### src/rtl/micro_sequencer_pkg.sv
// Shared definitions for the micro-sequencer and the control unit it drives.
// Holds the state-code map, the opcode map, the decoder result type and small
// helpers that classify state codes.
package micro_sequencer_pkg;

   localparam int unsigned STATE_WIDTH = 6;
   localparam int unsigned OPC_WIDTH   = 4;

   // LDR1 steps are StLdrA*, LDR2 steps are StLdrB*.
   typedef enum logic [STATE_WIDTH-1:0] {
      StIdle   = 6'd0,
      StFetch1 = 6'd1,
      StFetch2 = 6'd2,
      StFetch3 = 6'd3,
      StFetch4 = 6'd4,
      StFetch5 = 6'd5,
      StFetch6 = 6'd6,
      StLdrA1  = 6'd7,
      StLdrA2  = 6'd8,
      StLdrA3  = 6'd9,
      StLdrA4  = 6'd10,
      StLdrB1  = 6'd11,
      StLdrB2  = 6'd12,
      StLdrB3  = 6'd13,
      StLdrB4  = 6'd14,
      StStac1  = 6'd15,
      StStac2  = 6'd16,
      StStac3  = 6'd17,
      StStac4  = 6'd18,
      StAdd1   = 6'd19,
      StAdd2   = 6'd20,
      StMul1   = 6'd21,
      StMul2   = 6'd22,
      StFinish = 6'd23
   } state_e;

   typedef enum logic [OPC_WIDTH-1:0] {
      OpNop  = 4'h0,
      OpLdr1 = 4'h1,
      OpLdr2 = 4'h2,
      OpStac = 4'h3,
      OpAdd  = 4'h4,
      OpMul  = 4'h5,
      OpEnd  = 4'hF
   } opcode_e;

   typedef struct packed {
      state_e first_state;
      logic   legal;
      logic   is_end;
      logic   is_nop;
   } decode_t;

   // Final step of an instruction: retires it and returns to FETCH1.
   function automatic logic is_retire_state(state_e s);
      return (s == StLdrA4) || (s == StLdrB4) || (s == StStac4) ||
             (s == StAdd2)  || (s == StMul2);
   endfunction

   // Any code outside the defined map (24..63).
   function automatic logic is_unused_state(state_e s);
      return s > StFinish;
   endfunction

endpackage

### src/rtl/micro_sequencer_if.sv
// Sequencer <-> control-unit bundle.
//   master: drives start, stall, opcode; observes state and status.
//   slave : the sequencer; drives state, busy, done, error, instr_count.
interface micro_sequencer_if
   import micro_sequencer_pkg::*;
#(
   parameter int unsigned STATE_W = STATE_WIDTH,
   parameter int unsigned OPC_W   = OPC_WIDTH,
   parameter int unsigned CNT_W   = 8
) ();

   logic               start;
   logic               stall;
   logic [OPC_W-1:0]   opcode;
   logic [STATE_W-1:0] state;
   logic               busy;
   logic               done;
   logic               error;
   logic [CNT_W-1:0]   instr_count;

   modport master (
      output start, stall, opcode,
      input  state, busy, done, error, instr_count
   );

   modport slave (
      input  start, stall, opcode,
      output state, busy, done, error, instr_count
   );

endinterface

### src/rtl/opcode_decode.sv
// Combinational opcode decoder.
//   opcode_i : opcode field from the instruction register
//   dec_o    : {first_state, legal, is_end, is_nop}
// NOP maps to FETCH1; END and every illegal code map to FINISH, so the
// sequencer can always take first_state straight out of FETCH6.
module opcode_decode
   import micro_sequencer_pkg::*;
(
   input  logic [OPC_WIDTH-1:0] opcode_i,
   output decode_t              dec_o
);

   always_comb begin
      dec_o.first_state = StFinish;
      dec_o.legal       = 1'b1;
      dec_o.is_end      = 1'b0;
      dec_o.is_nop      = 1'b0;
      case (opcode_i)
         OpNop: begin
            dec_o.first_state = StFetch1;
            dec_o.is_nop      = 1'b1;
         end
         OpLdr1: dec_o.first_state = StLdrA1;
         OpLdr2: dec_o.first_state = StLdrB1;
         OpStac: dec_o.first_state = StStac1;
         OpAdd:  dec_o.first_state = StAdd1;
         OpMul:  dec_o.first_state = StMul1;
         OpEnd:  dec_o.is_end      = 1'b1;
         default: dec_o.legal      = 1'b0;
      endcase
   end

endmodule

### src/rtl/micro_sequencer.sv
// Micro-sequencer: steps through FETCH1..6, then the micro-steps of the
// decoded instruction, counting retired instructions (saturating).
//   clock, reset_n : rising-edge clock, asynchronous active-low reset
//   bus (slave)    : start/stall/opcode in; state/busy/done/error/instr_count out
// All outputs are registers or decodes of the registered state.
module micro_sequencer
   import micro_sequencer_pkg::*;
#(
   parameter int unsigned STATE_W = STATE_WIDTH,
   parameter int unsigned OPC_W   = OPC_WIDTH,
   parameter int unsigned CNT_W   = 8
) (
   input  logic              clock,
   input  logic              reset_n,
   micro_sequencer_if.slave  bus
);

   state_e           state_q, state_d;
   logic [CNT_W-1:0] count_q, count_d;
   logic             error_q, error_d;
   logic             retire;
   decode_t          dec;
   logic [OPC_W-1:0] opc;

   assign opc = bus.opcode;

   opcode_decode u_opcode_decode (
      .opcode_i (OPC_WIDTH'(opc)),
      .dec_o    (dec)
   );

   always_ff @(posedge clock or negedge reset_n) begin
      if (!reset_n) begin
         state_q <= StIdle;
         count_q <= '0;
         error_q <= 1'b0;
      end else begin
         state_q <= state_d;
         count_q <= count_d;
         error_q <= error_d;
      end
   end

   always_comb begin
      state_d = state_q;
      count_d = count_q;
      error_d = error_q;
      retire  = 1'b0;
      if (!bus.stall) begin
         case (state_q)
            StIdle: begin
               // A new program clears the sticky status.
               if (bus.start) begin
                  state_d = StFetch1;
                  count_d = '0;
                  error_d = 1'b0;
               end
            end
            StFetch6: begin
               state_d = dec.first_state;
               retire  = dec.is_nop;
               if (!dec.legal) error_d = 1'b1;
            end
            StFinish: begin
               if (!bus.start) state_d = StIdle;
            end
            default: begin
               if (is_unused_state(state_q)) begin
                  state_d = StIdle;
                  error_d = 1'b1;
               end else if (is_retire_state(state_q)) begin
                  state_d = StFetch1;
                  retire  = 1'b1;
               end else begin
                  state_d = state_e'(state_q + 6'd1);
               end
            end
         endcase
         if (retire && (count_q != '1)) count_d = count_q + 1'b1;
      end
   end

   assign bus.state       = STATE_W'(state_q);
   assign bus.busy        = (state_q != StIdle) && (state_q != StFinish);
   assign bus.done        = (state_q == StFinish);
   assign bus.error       = error_q;
   assign bus.instr_count = count_q;

endmodule

### src/flat_wrapper.sv
// flat-port wrapper written by rule: the top's interface ports become plain ports
module micro_sequencer_flat import micro_sequencer_pkg::*;
#(
   parameter int unsigned STATE_W = STATE_WIDTH,
   parameter int unsigned OPC_W   = OPC_WIDTH,
   parameter int unsigned CNT_W   = 8
)
  (clock, reset_n, bus_start, bus_stall, bus_opcode, bus_state, bus_busy, bus_done, bus_error, bus_instr_count);
  micro_sequencer_if #(.STATE_W(STATE_W), .OPC_W(OPC_W), .CNT_W(CNT_W)) bus_i ();
  input  logic clock;
  input  logic reset_n;
  input wire logic [$bits(bus_i.start)-1:0] bus_start;
  input wire logic [$bits(bus_i.stall)-1:0] bus_stall;
  input wire logic [$bits(bus_i.opcode)-1:0] bus_opcode;
  output wire logic [$bits(bus_i.state)-1:0] bus_state;
  output wire logic [$bits(bus_i.busy)-1:0] bus_busy;
  output wire logic [$bits(bus_i.done)-1:0] bus_done;
  output wire logic [$bits(bus_i.error)-1:0] bus_error;
  output wire logic [$bits(bus_i.instr_count)-1:0] bus_instr_count;
  assign bus_i.start = bus_start;
  assign bus_i.stall = bus_stall;
  assign bus_i.opcode = bus_opcode;
  assign bus_state = bus_i.state;
  assign bus_busy = bus_i.busy;
  assign bus_done = bus_i.done;
  assign bus_error = bus_i.error;
  assign bus_instr_count = bus_i.instr_count;
  micro_sequencer #(.STATE_W(STATE_W), .OPC_W(OPC_W), .CNT_W(CNT_W)) u_core (.clock(clock), .reset_n(reset_n), .bus(bus_i));
endmodule
### config.mk
export PLATFORM = sky130hd
export DESIGN_NAME = micro_sequencer_flat
export DESIGN_NICKNAME = d
export VERILOG_FILES = /design/src/rtl/micro_sequencer_pkg.sv /design/src/rtl/micro_sequencer_if.sv /design/src/rtl/opcode_decode.sv /design/src/rtl/micro_sequencer.sv /design/src/flat_wrapper.sv
export SDC_FILE = /design/constraint.sdc
export NUM_CORES = 1
export LEC_CHECK = 0
export BUFFER_PORTS_ARGS = -buffer_cell sky130_fd_sc_hd__buf_2
export CORE_MARGIN = 1
export CORE_UTILIZATION = 40
export DETAILED_ROUTE_END_ITERATION = 10
export PLACE_DENSITY = 0.6
export SLEW_MARGIN = 20
export SYNTH_ARGS = -nofsm -noshare
export SYNTH_HDL_FRONTEND = slang
export SYNTH_HIERARCHICAL = 1
export SYNTH_SLANG_ARGS = --single-unit
### constraint.sdc
create_clock -name clock -period 2.1 [get_ports clock]
set_input_delay 0.105 -clock clock [delete_from_list [all_inputs] [get_ports clock]]
set_output_delay 0.105 -clock clock [all_outputs]
set_load 0.03 [all_outputs]
# Word level (Yosys, flattened, before mapping)
# Cells that the tools add are included.
[totals]
reg_bits = 15
latchBits = 0
mem_bits_rw = 0
rom_bits = 0
n_memories = 0
[classes]
add_sub_neg = 2
multipliers = 0
div_mod_pow = 0
order_cmp = 1
n_eq_ne = 18
shifts = 0
mux = 19
n_bitwise = 2
n_reduce_logical = 17
[ops]
columns = ["op", "n"]
rows = [
  ["case mux 5 bit (6 select lines)", 1],
  ["== test 6 x 5 -> 1 bit, second input constant", 4],
  ["2-to-1 mux 6 bit", 4],
  ["2-to-1 mux 8 bit", 3],
  ["case mux 6 bit (3 select lines)", 1],
  ["== test 6 x 4 -> 1 bit, second input constant", 2],
  ["adder 8 x 1 -> 8 bit, second input constant", 1],
  ["== test 4 x 2 -> 1 bit, second input constant", 2],
  ["== test 4 x 3 -> 1 bit, second input constant", 2],
  ["2-to-1 mux 1 bit", 8],
  ["!= test 8 bit, second input constant", 1],
  ["OR reduction 7 bit", 1],
  ["adder 6 x 1 -> 6 bit, second input constant", 1],
  ["== test 6 x 3 -> 1 bit, second input constant", 1],
  ["> comparator 6 x 5 -> 1 bit, second input constant", 1],
  ["logical NOT 6 bit", 1],
  ["!= test 2 bit, second input constant", 3],
  ["!= test 6 x 5 -> 1 bit, second input constant", 1],
  ["AND reduction 3 bit", 2],
  ["nonzero test 6 bit", 1],
  ["AND reduction 5 bit", 1],
  ["== test 4 x 1 -> 1 bit, second input constant", 1],
  ["== test 4 bit, second input constant", 1],
  ["logical NOT 4 bit", 1],
  ["other kinds (8)", 14],
]

# Longest topological paths before layout
[depth]
depth_word = 12
ltp_mapped = 8
depth_no_buf = 7

# Modules after synthesis
# Netlist, hierarchy kept.
[modules_own_cells]
columns = ["module", "instances", "cells_per_inst", "area_per_inst_um2", "seq_area_each_um2"]
rows = [
  ["micro_sequencer", 1, 119, 1076.0, 375.4],
  ["opcode_decode", 1, 14, 83.8, 0.0],
]

# Least setup slack after synthesis
# No wires, ideal clock.
[synth_path]
kind = "register to register"
startpoint = "reg u_core.state_q[0], in the netlist u_core/bus.state[0]"
endpoint = "reg u_core.count_q[4], in the netlist u_core/bus.instr_count[4]"
setup_time_ns = 0.127
arrival_ns = 2.026
t_required_ns = 1.973
slack_ns = -0.052
path_stages_with_launch = 9
n_path_buf = 1
path_cell_list = "dfrtp_1 -> inv_1 -> ha_1 -> mux2_4 -> a211oi_2 -> and3_1 -> buf_2 -> o2111ai_2 -> mux2i_1"
[synth_via]
elab_chain_len = 12
word_cells_on_any_way = 23
cone_classes = "1 x order compare; 7 x eq/ne; 5 x mux; 10 x reduce/logical"
[synth_lines]
columns = ["element", "line", "source"]
rows = [
  ["from (decl)", "micro_sequencer.sv:18", "state_e state_q, state_d;"],
  ["from (signal assigned)", "micro_sequencer.sv:34", "state_q <= StIdle;"],
  ["from (signal assigned)", "micro_sequencer.sv:38", "state_q <= state_d;"],
  ["== test 6 x 4 -> 1 bit", "micro_sequencer_pkg.sv:56", "return (s == StLdrA4) || (s == StLdrB4) || (s == StStac4) ||"],
  ["logical OR 1 bit (3 in a row)", "micro_sequencer_pkg.sv:56", ""],
  ["logical OR 1 bit", "micro_sequencer_pkg.sv:57", "(s == StAdd2) || (s == StMul2);"],
  ["2-to-1 mux 1 bit", "micro_sequencer.sv:71", "end else if (is_retire_state(state_q)) begin"],
  ["2-to-1 mux 1 bit", "micro_sequencer.sv:68", "if (is_unused_state(state_q)) begin"],
  ["case mux 1 bit (2 select lines)", "micro_sequencer.sv:50", "case (state_q)"],
  ["2-to-1 mux 1 bit", "micro_sequencer.sv:49", "if (!bus.stall) begin"],
  ["logical AND 1 bit", "micro_sequencer.sv:79", "if (retire && (count_q != '1)) count_d = count_q + 1'b1;"],
  ["nonzero test 2 bit (no line)", "n/a", ""],
  ["AND reduction 3 bit (no line)", "n/a", ""],
  ["to (signal assigned)", "micro_sequencer.sv:39", "count_q <= count_d;"],
  ["to (decl)", "micro_sequencer.sv:19", "logic [CNT_W-1:0] count_q, count_d;"],
]
# Parallel ways exist; a longest one is shown, timed or not. The select of a mux whose other input is x is not followed.
# A chain may end at the register's enable or synchronous reset.

# Worst setup path in the final report
[layout_path]
startpoint = "reg u_core.state_q[0], in the netlist u_core/bus.state[0]"
endpoint = "reg u_core.state_q[1], in the netlist u_core/bus.state[1]"
[layout_via]
elab_chain_len = 8
word_cells_on_any_way = 20
cone_classes = "1 x add/sub; 1 x order compare; 9 x eq/ne; 3 x mux; 6 x reduce/logical"
[layout_lines]
columns = ["element"]
rows = [
  ["parallel branches: the longest is 8 deep, another holds adder 6 x 1 -> 6 bit"],
]
# Several ways; the timed one is not identified.

==> flow_summary.json <==
{
  "p_clk_share_pct": 8.6,
  "placement_rows": 19,
  "min_period_over_period_pct": 96.5,
  "fraction_of_synthesis_flops_using_an_asynchronous_set_or_reset_pin_pct": 100,
  "grt_pass1_wl_um": 4900,
  "postLayoutSetupSlackWorst_ns": 0.0739,
  "postSynthCellCount": 133,
  "clk_path_buf_depth": 2,
  "cts_tree": "yes",
  "critPathLaunch": "u_core/bus.state[0]$_DFFE_PN0P_",
  "cts_buffers": 3,
  "setup-violations-final": 0,
  "io_pins": 25,
  "antenna_cells": 0,
  "dp_hpwl_um": 2180,
  "critPathMaxFanout": 5,
  "vias_per_cell": 5.34,
  "mappedNetlistNets": 145,
  "yosysTopAreaCell": "sky130_fd_sc_hd__dfrtp_1",
  "antenna_found_initial": 0,
  "rsz0062_at_grt": "false",
  "final.min_clock_period_ns": 2.03,
  "clock_latency_late_sink_ns": 0.28,
  "final.setup_skew_ns": 0.00404,
  "timing.hold.worst.class": "input port to register",
  "timing.critical_path.required_ns": 2.31,
  "synth_seq_cells": 15,
  "gr-total-overflow": 0,
  "total_power_uw": 1970,
  "pwr_density_cell_mw_per_mm2": 1350,
  "cp_data_arrival_time_ns": 2.24,
  "full_die_area_mm2": 0.00312,
  "dpl.cell_count": 192,
  "grt.total_usage_pct": 20.1,
  "timing_worst_setup_path_type": "register to register",
  "num_vias": 1067,
  "r2r-end": "u_core/bus.state[1]$_DFFE_PN0P_",
  "ant_nets": 0,
  "synthFlopType": "sky130_fd_sc_hd__dfrtp_1",
  "regToRegStartpoint": "u_core/bus.state[0]$_DFFE_PN0P_",
  "gp_congestion": 0.892,
  "final_layout_size_suffix_gt1_share_pct": 35.5,
  "crit_end": "u_core/bus.state[1]$_DFFE_PN0P_",
  "post_layout_nonfiller_instances": 200,
  "cp-start-kind": "register",
  "postLayoutCoreUtil_pct": 52.9,
  "timing.reg2reg.setup_slack_ns": 0.07,
  "syn_area_mm2": 0.00116,
  "cts.reportedPaths.clkPinSlew_ns": 0.09,
  "p_leak_uw": 0.000749,
  "power.combinational.fraction_pct": 67.9,
  "clock_tree.root_cell": "sky130_fd_sc_hd__clkbuf_4",
  "design.core.area_mm2": 0.00276,
  "number_of_global_route_vias_before_repair": 1021,
  "synth_top_cells_by_area": "sky130_fd_sc_hd__dfrtp_1 32%, sky130_fd_sc_hd__mux2i_1 6.0%, sky130_fd_sc_hd__nand2_1 4.5%, sky130_fd_sc_hd__ha_1 4.3%, sky130_fd_sc_hd__o21ai_0 3.9%",
  "synth.lib_cells_used.distinct": 44,
  "power.switching_fraction_pct": 47.9,
  "htree_levels": 1,
  "placement.io_buffers": 24,
  "timing.fmax_ghz": 0.494,
  "initial_core_util_pct": 42.1,
  "yosysTopAreaCellShare_pct": 32.4,
  "min_path_cells": 3,
  "clkSinkCount": 15,
  "synth_sequential_area_ratio_pct": 32.4,
  "routed_wl_um": 2950,
  "syn2layout_area_growth_pct": 25.9,
  "crit_path_end_kind": "register",
  "synth_warnings": 6,
  "maxCapViolations": 0,
  "dr.pass1.iters": 7,
  "syn-mean-instance-area_um2": 8.72,
  "cellInternalPower_uw": 1030,
  "sequentialPowerShare_pct": 23.5,
  "drcViolationCount": 0,
  "synth_enable_flop_cells": 0,
  "die-width_um": 55.9,
  "num-nets-final": 182,
  "net-switching-power_uw": 943,
  "run_status": "finished, final reports clean",
  "detail_route.wl_per_cell_um": 14.8,
  "reg2reg_depth": 8,
  "hold_viol": 0,
  "die_height_um": 55.9,
  "finalMaxSlewViolations": 0,
  "preCtsSetupSlack_ns": -0.322,
  "dr.first_iter.drc_count": 37,
  "ir_drop_uv": 837,
  "grt_max_degree": 16
}
[final cells by class]
type	instances	area, um2
well taps	31	38.8
inverters	5	18.8
fillers	268	1300
repair buffers	41	250
clock buffers	4	26.3
multi-input cells	104	749
flip-flops and latches	15	377
[registers in the layout (all words and copies together) (netlist names)]
register,cells
u_core/bus.error,1
u_core/bus.instr_count,8
u_core/bus.state,6
[worst min-delay path by stage]
stage	start	end	slack [ns]
after floorplan	reset_n	u_core/bus.error$_DFFE_PN0P_	-0.19
after global placement	reset_n	u_core/bus.instr_count[0]$_DFFE_PN0P_	0.03
after detailed placement	reset_n	u_core/bus.instr_count[0]$_DFFE_PN0P_	0.04
after CTS	bus_stall	u_core/bus.state[5]$_DFFE_PN0P_	0.15
after global routing	bus_start	u_core/bus.state[4]$_DFFE_PN0P_	0.22
final	bus_stall	u_core/bus.state[5]$_DFFE_PN0P_	0.17
[layout by cell type, fill, tap and decap left out, types with 2 or more instances in the layout]
| cell | instances |
|---|---|
| sky130_fd_sc_hd__a21o_1 | 3 |
| sky130_fd_sc_hd__buf_4 | 16 |
| sky130_fd_sc_hd__nand3_1 | 5 |
| sky130_fd_sc_hd__conb_1 | 2 |
| sky130_fd_sc_hd__a22o_1 | 2 |
| sky130_fd_sc_hd__dfrtp_1 | 14 |
| sky130_fd_sc_hd__or2_1 | 2 |
| sky130_fd_sc_hd__and3_1 | 5 |
| sky130_fd_sc_hd__ha_1 | 2 |
| sky130_fd_sc_hd__nand4b_1 | 2 |
| sky130_fd_sc_hd__o31ai_1 | 2 |
| sky130_fd_sc_hd__nor3_1 | 2 |
| sky130_fd_sc_hd__mux2i_1 | 7 |
| sky130_fd_sc_hd__nor2_1 | 8 |
| sky130_fd_sc_hd__nand2b_1 | 6 |
| sky130_fd_sc_hd__a21oi_1 | 5 |
| sky130_fd_sc_hd__o21ai_1 | 2 |
| sky130_fd_sc_hd__clkbuf_4 | 3 |
| sky130_fd_sc_hd__buf_2 | 24 |
| sky130_fd_sc_hd__inv_1 | 4 |
| sky130_fd_sc_hd__nand2_1 | 14 |
| sky130_fd_sc_hd__a211oi_4 | 2 |
| sky130_fd_sc_hd__o21ai_0 | 7 |
[layer usage]
layer	vias to the layer above	global-route usage, %	part of all wire, %
met5	-	0	0
met1	500	25.0	45
li1	548	-	-
met3	2	4.88	3.0
met2	17	35.6	51
met4	0	4.18	0.58
[logic make-up (layout without fill, tap and decap cells)]
group | after synthesis | after routing | synth area share, %
AOI/OAI and AO/OA | 34 | 34 | 20.7
xor gates and xnor gates | 1 | 1 | 0.755
adders and majority gates | 4 | 4 | 4.32
buffers and inverters | 14 | 50 | 7.12
DFF | 15 | 15 | 32.4
muxes | 8 | 8 | 7.34
other | 2 | 2 | 0.647
and+or+nand+nor | 55 | 55 | 26.8
[critical path, stage by stage, from the launching register on]
cell,delay [ns]
sky130_fd_sc_hd__dfrtp_2,0.40
sky130_fd_sc_hd__inv_2,0.05
sky130_fd_sc_hd__buf_4,0.14
sky130_fd_sc_hd__ha_4,0.17
sky130_fd_sc_hd__mux2_4,0.28
sky130_fd_sc_hd__a211oi_4,0.32
sky130_fd_sc_hd__nand2b_1,0.17
sky130_fd_sc_hd__o2bb2a_2,0.30
sky130_fd_sc_hd__a21oi_2,0.15
[metrics by stage]
| stage | hold slack (ns) | cell area, um2 | TNS, ns |
|---|---|---|---|
| after floorplan | -0.191 | 1160 | 0 |
| after detailed placement | 0.0399 | 1360 | -1.50 |
| after global placement | 0.0325 | 1360 | -0.899 |
| after CTS | 0.153 | 1420 | 0 |
| final | 0.172 | 1460 | 0 |
| after global routing | 0.219 | 1460 | 0 |
[Yosys cell counts, types with 2 or more instances]
library cell	number
sky130_fd_sc_hd__a211oi_1	2
sky130_fd_sc_hd__a21o_1	3
sky130_fd_sc_hd__a21oi_1	6
sky130_fd_sc_hd__a22o_1	2
sky130_fd_sc_hd__and3_1	6
sky130_fd_sc_hd__buf_2	3
sky130_fd_sc_hd__buf_4	3
sky130_fd_sc_hd__buf_6	2
sky130_fd_sc_hd__conb_1	2
sky130_fd_sc_hd__dfrtp_1	15
sky130_fd_sc_hd__ha_1	4
sky130_fd_sc_hd__inv_1	5
sky130_fd_sc_hd__mux2i_1	7
sky130_fd_sc_hd__nand2_1	14
sky130_fd_sc_hd__nand2b_1	6
sky130_fd_sc_hd__nand3_1	5
sky130_fd_sc_hd__nand4b_1	2
sky130_fd_sc_hd__nor2_1	9
sky130_fd_sc_hd__nor3_1	2
sky130_fd_sc_hd__o21ai_0	9
sky130_fd_sc_hd__o31ai_1	2
sky130_fd_sc_hd__or2_1	2
[power groups by stage]
stage | sequential, uW | combinational [uW] | clock (uW)
after floorplan | 633 | 644 | 0
after global placement | 465 | 1160 | 0
after detailed placement | 472 | 1180 | 0
after CTS | 463 | 1250 | 179
after global routing | 471 | 1440 | 192
final | 463 | 1340 | 170
[repair_timing]
action,4_1_cts,5_1_grt
hold endpoints to repair,15,0
setup buffers,1,3
hold buffers,1,0
setup endpoints to repair,12,8
resized for setup,5,8
pin swaps,1,4
(Power assumes the default switching activity.)
